## src/rtl/id_wb_stage_pkg.sv

```systemverilog
// rtl/id_wb_stage_pkg.sv - shared widths and payload type for the ID->WB stage
package id_wb_stage_pkg;

    localparam int DEF_DATA_W = 8;
    localparam int DEF_REG_AW = 3;
    localparam int DEF_IMM_W  = 3;
    localparam int DEF_CNT_W  = 16;

    typedef struct packed {
        logic [DEF_DATA_W-1:0] data_a;
        logic [DEF_DATA_W-1:0] data_b;
        logic [DEF_REG_AW-1:0] rdst;
        logic [DEF_IMM_W-1:0]  imm_data;
        logic                  status;
    } stage_payload_t;

    localparam int DEF_PAYLOAD_W = $bits(stage_payload_t);

    function automatic int payload_w(int data_w, int reg_aw, int imm_w);
        return 2 * data_w + reg_aw + imm_w + 1;
    endfunction

endpackage

```

## src/rtl/id_wb_stage_skid_buf2.sv

```systemverilog
// rtl/id_wb_stage_skid_buf2.sv - generic 2-entry valid/ready skid buffer with flush
module skid_buf2 #(
    parameter int W = 23
) (
    input  logic         clk,
    input  logic         reset,
    input  logic         flush,
    input  logic         in_valid,
    output logic         in_ready,
    input  logic [W-1:0] in_data,
    output logic         out_valid,
    input  logic         out_ready,
    output logic [W-1:0] out_data,
    output logic [1:0]   occ
);

    logic [W-1:0] main_q;
    logic [W-1:0] skid_q;
    logic         main_v;
    logic         skid_v;
    logic         accept;
    logic         pop;

    // skid_v implies main_v, so in_ready is a pure register output
    assign in_ready  = !skid_v;
    assign out_valid = main_v;
    assign out_data  = main_q;
    assign occ       = {skid_v, main_v & ~skid_v};
    assign accept    = in_valid && !skid_v;
    assign pop       = main_v && out_ready;

    always_ff @(posedge clk or posedge reset) begin
        if (reset) begin
            main_q <= '0;
            skid_q <= '0;
            main_v <= 1'b0;
            skid_v <= 1'b0;
        end else if (flush) begin
            main_q <= '0;
            skid_q <= '0;
            main_v <= 1'b0;
            skid_v <= 1'b0;
        end else if (skid_v) begin
            if (pop) begin
                main_q <= skid_q;
                skid_v <= 1'b0;
            end
        end else if (main_v) begin
            if (pop && accept) begin
                main_q <= in_data;
            end else if (pop) begin
                main_v <= 1'b0;
            end else if (accept) begin
                skid_q <= in_data;
                skid_v <= 1'b1;
            end
        end else if (accept) begin
            main_q <= in_data;
            main_v <= 1'b1;
        end
    end

endmodule

```

## src/rtl/id_wb_stage.sv

```systemverilog
// rtl/id_wb_stage.sv - ID->WB pipeline register with skid buffer, forwarding compares, stall counter
module id_wb_stage
    import id_wb_stage_pkg::*;
#(
    parameter int DATA_W = DEF_DATA_W,
    parameter int REG_AW = DEF_REG_AW,
    parameter int IMM_W  = DEF_IMM_W,
    parameter int CNT_W  = DEF_CNT_W
) (
    input  logic              clk,
    input  logic              reset,
    input  logic              flush,
    input  logic              in_valid,
    output logic              in_ready,
    input  logic [DATA_W-1:0] data_a,
    input  logic [DATA_W-1:0] data_b,
    input  logic [REG_AW-1:0] rdst,
    input  logic [IMM_W-1:0]  imm_data,
    input  logic              status,
    output logic              out_valid,
    input  logic              out_ready,
    output logic [DATA_W-1:0] data_a_out,
    output logic [DATA_W-1:0] data_b_out,
    output logic [REG_AW-1:0] rdst_out,
    output logic [IMM_W-1:0]  imm_data_out,
    output logic              status_1,
    input  logic [REG_AW-1:0] rs_a,
    input  logic [REG_AW-1:0] rs_b,
    output logic              fwd_a,
    output logic              fwd_b,
    output logic [1:0]        occ,
    output logic [CNT_W-1:0]  stall_cnt
);

    localparam int PW = payload_w(DATA_W, REG_AW, IMM_W);

    logic [PW-1:0] in_payload;
    logic [PW-1:0] head_payload;

    assign in_payload = {data_a, data_b, rdst, imm_data, status};
    assign {data_a_out, data_b_out, rdst_out, imm_data_out, status_1} = head_payload;

    skid_buf2 #(.W(PW)) u_skid (
        .clk       (clk),
        .reset     (reset),
        .flush     (flush),
        .in_valid  (in_valid),
        .in_ready  (in_ready),
        .in_data   (in_payload),
        .out_valid (out_valid),
        .out_ready (out_ready),
        .out_data  (head_payload),
        .occ       (occ)
    );

    assign fwd_a = out_valid && status_1 && (rdst_out == rs_a);
    assign fwd_b = out_valid && status_1 && (rdst_out == rs_b);

    // saturating so long stalls read as "at least max" rather than wrapping
    always_ff @(posedge clk or posedge reset) begin
        if (reset) begin
            stall_cnt <= '0;
        end else if (out_valid && !out_ready && (stall_cnt != {CNT_W{1'b1}})) begin
            stall_cnt <= stall_cnt + 1'b1;
        end
    end

endmodule

```

## config.mk

```make
export PLATFORM = sky130hd
export DESIGN_NAME = id_wb_stage
export DESIGN_NICKNAME = d
export VERILOG_FILES = /design/src/rtl/id_wb_stage_pkg.sv /design/src/rtl/id_wb_stage_skid_buf2.sv /design/src/rtl/id_wb_stage.sv
export SDC_FILE = /design/constraint.sdc
export NUM_CORES = 1
export LEC_CHECK = 0
export ABC_AREA = 1
export BUFFER_PORTS_ARGS = -buffer_cell sky130_fd_sc_hd__buf_2
export CAP_MARGIN = 20
export CORE_ASPECT_RATIO = 0.9
export CORE_UTILIZATION = 49
export DETAILED_ROUTE_END_ITERATION = 10
export PLACE_DENSITY = 0.76
export SYNTH_ARGS = -nofsm -noshare
export SYNTH_HDL_FRONTEND = slang
export SYNTH_SLANG_ARGS = --single-unit
```

## constraint.sdc

```tcl
create_clock -name clk -period 2.2 [get_ports clk]
set_clock_uncertainty 0.2 [all_clocks]
set_input_delay 0.33 -clock clk [delete_from_list [all_inputs] [get_ports clk]]
set_output_delay 0.33 -clock clk [all_outputs]
set_load 0.05 [all_outputs]
```

## Word-level counts from Yosys, hierarchy flattened

Cells that the tools add are included.

- Bits in registers: 64
- Bits of input ports: 34
- Output and inout bits: 45

- $add $sub $neg: 1
- Equality and inequality tests: 8
- Mux-type cells: 22
- Bitwise gates (word level): 2
- Reductions and logical operators: 15

Operators by type and width:

| operator | number |
|---|---|
| two-way mux 23 bit | 11 |
| adder 16 x 1 -> 16 bit (second input constant) | 1 |
| inequality test 16 bit (second input constant) | 1 |
| two-way mux 1 bit | 11 |
| logical AND 1 bit | 8 |
| equality test 3 bit | 2 |
| inequality test 2 bit (second input constant) | 3 |
| AND reduction 5 bit | 1 |
| inequality test 4 bit (second input constant) | 1 |
| nonzero test 2 bit | 2 |
| nonzero test 4 bit | 1 |
| inequality test 3 bit (second input constant) | 1 |
| AND reduction 3 bit | 1 |
| logical NOT 1 bit | 2 |
| AND 1 bit | 1 |
| NOT 1 bit | 1 |

## Depth between registers and ports, before layout

- Depth after elaboration: 8
- Depth in mapped cells: 9

## Cells and area by module

A second synthesis with hierarchy kept.

- Cells, all modules: 432
- Area total of the unflattened synthesis: 3311.9 um^2

Modules (own cells, without submodules):

| module | instances | cells an instance | area each (um^2) |
|---|---|---|---|
| skid_buf2 | 1 | 274 | 2193.4 |
| id_wb_stage | 1 | 158 | 1118.6 |

## Worst setup path after synthesis

OpenSTA, ideal clock, no wires.

- Kind: register to output
- Start: reg u_skid.main_q[5], in the netlist u_skid.out_data[5]
- End: out fwd_b
- Arrival: 1.654 ns
- Data required time: 1.670 ns
- Setup slack: 0.016 ns
- Cell stages (with the launch flop): 6
- Path buffers: 0
- Path through: dfrtp_1 > inv_1 > o22ai_1 > a21oi_1 > nand2_1 > nor2_1

- Word-level cells in the longest chain between the ends: 2

Ends and longest elaborated chain:

| what | RTL line | source |
|---|---|---|
| from (decl) | id_wb_stage_skid_buf2.sv:17 | `logic [W-1:0] main_q;` |
| from (signal assigned) | id_wb_stage_skid_buf2.sv:45 | `main_q <= skid_q;` |
| from (signal assigned) | id_wb_stage_skid_buf2.sv:50 | `main_q <= in_data;` |
| from (signal assigned) | id_wb_stage_skid_buf2.sv:58 | `main_q <= in_data;` |
| equality test 3 bit | id_wb_stage.sv:57 | `assign fwd_b = out_valid && status_1 && (rdst_out == rs_b);` |
| logical AND 1 bit | id_wb_stage.sv:57 |  |
| to (decl) | id_wb_stage.sv:30 | `output logic fwd_b,` |

Every way passes these cells.

## Worst setup path after layout

- Start: reg u_skid.main_q[5], in the netlist u_skid.out_data[5]
- End: out fwd_a

- Word-level cells in the longest chain between the ends: 2

Ends and longest elaborated chain:

| what | RTL line | source |
|---|---|---|
| equality test 3 bit | id_wb_stage.sv:56 | `assign fwd_a = out_valid && status_1 && (rdst_out == rs_a);` |
| logical AND 1 bit | id_wb_stage.sv:56 |  |
| to (decl) | id_wb_stage.sv:29 | `output logic fwd_a,` |

Every way passes these cells.

==> impl_results.md <==
* Outcome: finished, final reports clean
* CP required at 1.67 ns
* # nets final at 541
* Port bufs at 78
* Routed metal-1 wirelength at 3.63 mm
* Die width at 90.7 um
* Total Power at 3400 uW
* Reg2reg path depth at 9
* Min-delay src: data_b[0]
* Worst-Skew Late Latency at 0.33 ns
* Vias per cell at 5.06
* Num rows at 28
* CTS tree: built
* Starting Density at 51.8%
* Vias at 3033
* Share of post-route cells with drive strength above 1 at 29.4%
* Rel. slew slack at 77.4%
* I/O pin cnt at 79
* Peak VDD IR at 406 uV
* Clock transition at path regs at 0.07 ns
* Startpoint types: flop
* Flop and latch count out of synthesis at 64
* Gr usage total at 20.9%
* Synth cell types at 31
* Largest net degree at the start of global routing at 65
* Final Hold Viols at 0
* Max Clk Rate at 495 MHz
* Worst Hold End: u_skid.skid_q[7]
* Most common cell after layout, fill and taps aside: nand2_1
* Max Buffers Root-to-Sink at 2
* Final period util at 91.8%
* Total wire length at 7.43 mm
* Crit-path max cell delay at 0.38 ns
* Worst-path cell chain: inv_1 -> o22ai_1 -> a21oi_1 -> and3_1 -> buf_2
* WL/cell at 12.4 um
* First-pass GRT wire length at 12.3 mm
* Dominant cell type by area after synthesis: dfrtp_1
* Setup TNS at 0 ns
* Max-cap violations at 0
* Tightest Pin Transition at 0.339 ns
* Layout Area Growth over Synthesis at 19.2%
* Final ANT Viol Nets at 0
* CP Buf/Inv Count at 2
* Post-cts sizing count at 0
* Total core area at 6690 um^2
* Final setup viols at 0
* Static Leak at 0.00208 uW
* Total CTS buffers at 9
* Power Density at 823 nW/um^2
* Synthesized net count at 460
* Root Driver: clkbuf_8
* Wire length on met3 at 366 um
* Diode count at 0
* # fillers at 607
* Initial DRC count at 180
* Worst r2r dst: stall_cnt[9]
* Highest metal used: met4
* Dpl hpwl at 5.23 mm
* Initial DRT Pass Iterations at 4
* Setup CP Type: flop to output port
* Post-synthesis cell area at 3470 um^2
* H-tree Lvls at 3
* Tmin final at 2.02 ns
* Initial antenna violation count at 0
* RSZ-0062 raised after global routing: false
* Post-CTS setup buffers at 0
* Routability congestion estimate at 0.819
* Synth Instances at 425
* Reg2Reg Setup Slack at 0.37 ns
* Top cells by area, synth: dfrtp_1, nand2_1, o21ai_0, inv_1, o21ai_2
* Yosys warns at 0
* Slowest CP cell: dfrtp_1
* CP arrival at 1.49 ns
* DR DRC count at 0
* Slew Limit Fails at 0
* Most frequent cells in the layout: nand2_1, buf_2, dfrtp_1
* Die Area at 7420 um^2
* Number of global-route vias before repair at 2663
* Post-synth top area share at 46.2%
* Worst hold path type: input pin to flop
* WHS Path Cells at 3
* Critical Path Fanout Max at 5
* Reg2reg start: stall_cnt[0]
* Total number of clock tree sinks at 64
* Final Core Density at 61.8%
* Grt ovf at 0
* Sequential cell area fraction in the yosys report at 46.2%
* Nature of the critical path endpoint: output port
* Die H at 81.8 um
* Avg Synthesized Cell Area at 8.16 um^2
* Met2 routed WL at 3.38 mm
* CP delay by family, top: buffers and inverters
-- worst max path at each step --
| stage | from | endpoint | slack, ns | depth (start not counted) |
|---|---|---|---|---|
| 2_1_floorplan | u_skid.out_data[5] | fwd_b | 0.02 | 5 |
| 3_3_place_gp | stall_cnt[0] | stall_cnt[9] | 0.47 | 9 |
| 3_5_place_dp | stall_cnt[0] | stall_cnt[9] | 0.40 | 9 |
| 4_1_cts | u_skid.out_data[5] | fwd_a | 0.17 | 5 |
| 5_1_grt | u_skid.out_data[5] | fwd_b | 0.07 | 6 |
| 6_report | u_skid.out_data[5] | fwd_a | 0.18 | 5 |
-- state kept, by name, indices dropped and copies added (netlist names) --
name / flops
stall_cnt: 16
u_skid.out_data: 23
u_skid.out_valid: 1
u_skid.skid_q: 23
u_skid.skid_v: 1
-- cell usage after synthesis, drive strengths merged --
library cell  count
o21ai            74
inv              62
nand4             8
nor2             26
nand2            99
o22ai             2
xor2              1
ha                1
nand3            32
nand3b            1
buf              15
dfrtp            64
o31ai             1
clkbuf            5
a21oi            28
xnor2             5
and3              1
-- cell families (layout without fill, tap and decap cells) --
kind of cell / after synthesis / count (layout) / synth area share (%)
DFF: 64 / 64 / 46.2
AOI/OAI and AO/OA: 105 / 105 / 18.2
and+or+nand+nor: 167 / 167 / 22.8
xor gates and xnor gates: 6 / 6 / 1.52
adders and majority gates: 1 / 1 / 0.361
buffers and inverters: 82 / 167 / 10.9
-- power by group --
group / internal, uW / leakage (uW) / switching, uW / total (uW)
sequential: 1310 / 0.000839 / 119 / 1430
clock: 543 / 0.0000989 / 437 / 980
combinational: 262 / 0.00114 / 728 / 989
total: 2120 / 0.00208 / 1280 / 3400
-- timing repair --
action                                 CTS  global route
setup endpoints to repair                0             0
endpoints found under the hold margin   64             0
hold buffers                             1             0
-- cell type report --
type	instances	area [um^2]	share of cell area, %
multi-input combinational	279	1490	36.0
timing repair buffer	90	508	12.3
inverter	62	235	5.69
sequential	64	1600	38.8
clock inverter	4	45.0	1.09
clock buffer	11	141	3.42
tap	90	113	2.72
-- metrics by stage --
step                      instance area (um^2)  setup WS [ns]  hold WS, ns  instances
after floorplan                           3470         0.0159        0.273        425
after global placement                    3940          0.473        0.223        584
after detailed placement                  3940          0.398        0.224        584
after CTS                                 4130          0.173       0.0421        600
after global routing                      4130         0.0745       0.0408        600
final                                     4130          0.181       0.0529        600
-- worst min-delay path: stages --
cell	delay, ns
buf_2	0.09
nand3_1	0.07
o21ai_0	0.06
-- per-layer routing --
layer	vias to the layer above	track usage, %
li1	1528	-
met1	1420	28.4
met2	81	33.0
met3	4	4.35
met4	0	8.39
met5	-	0
No activity file was read; power rests on OpenSTA's default activity.
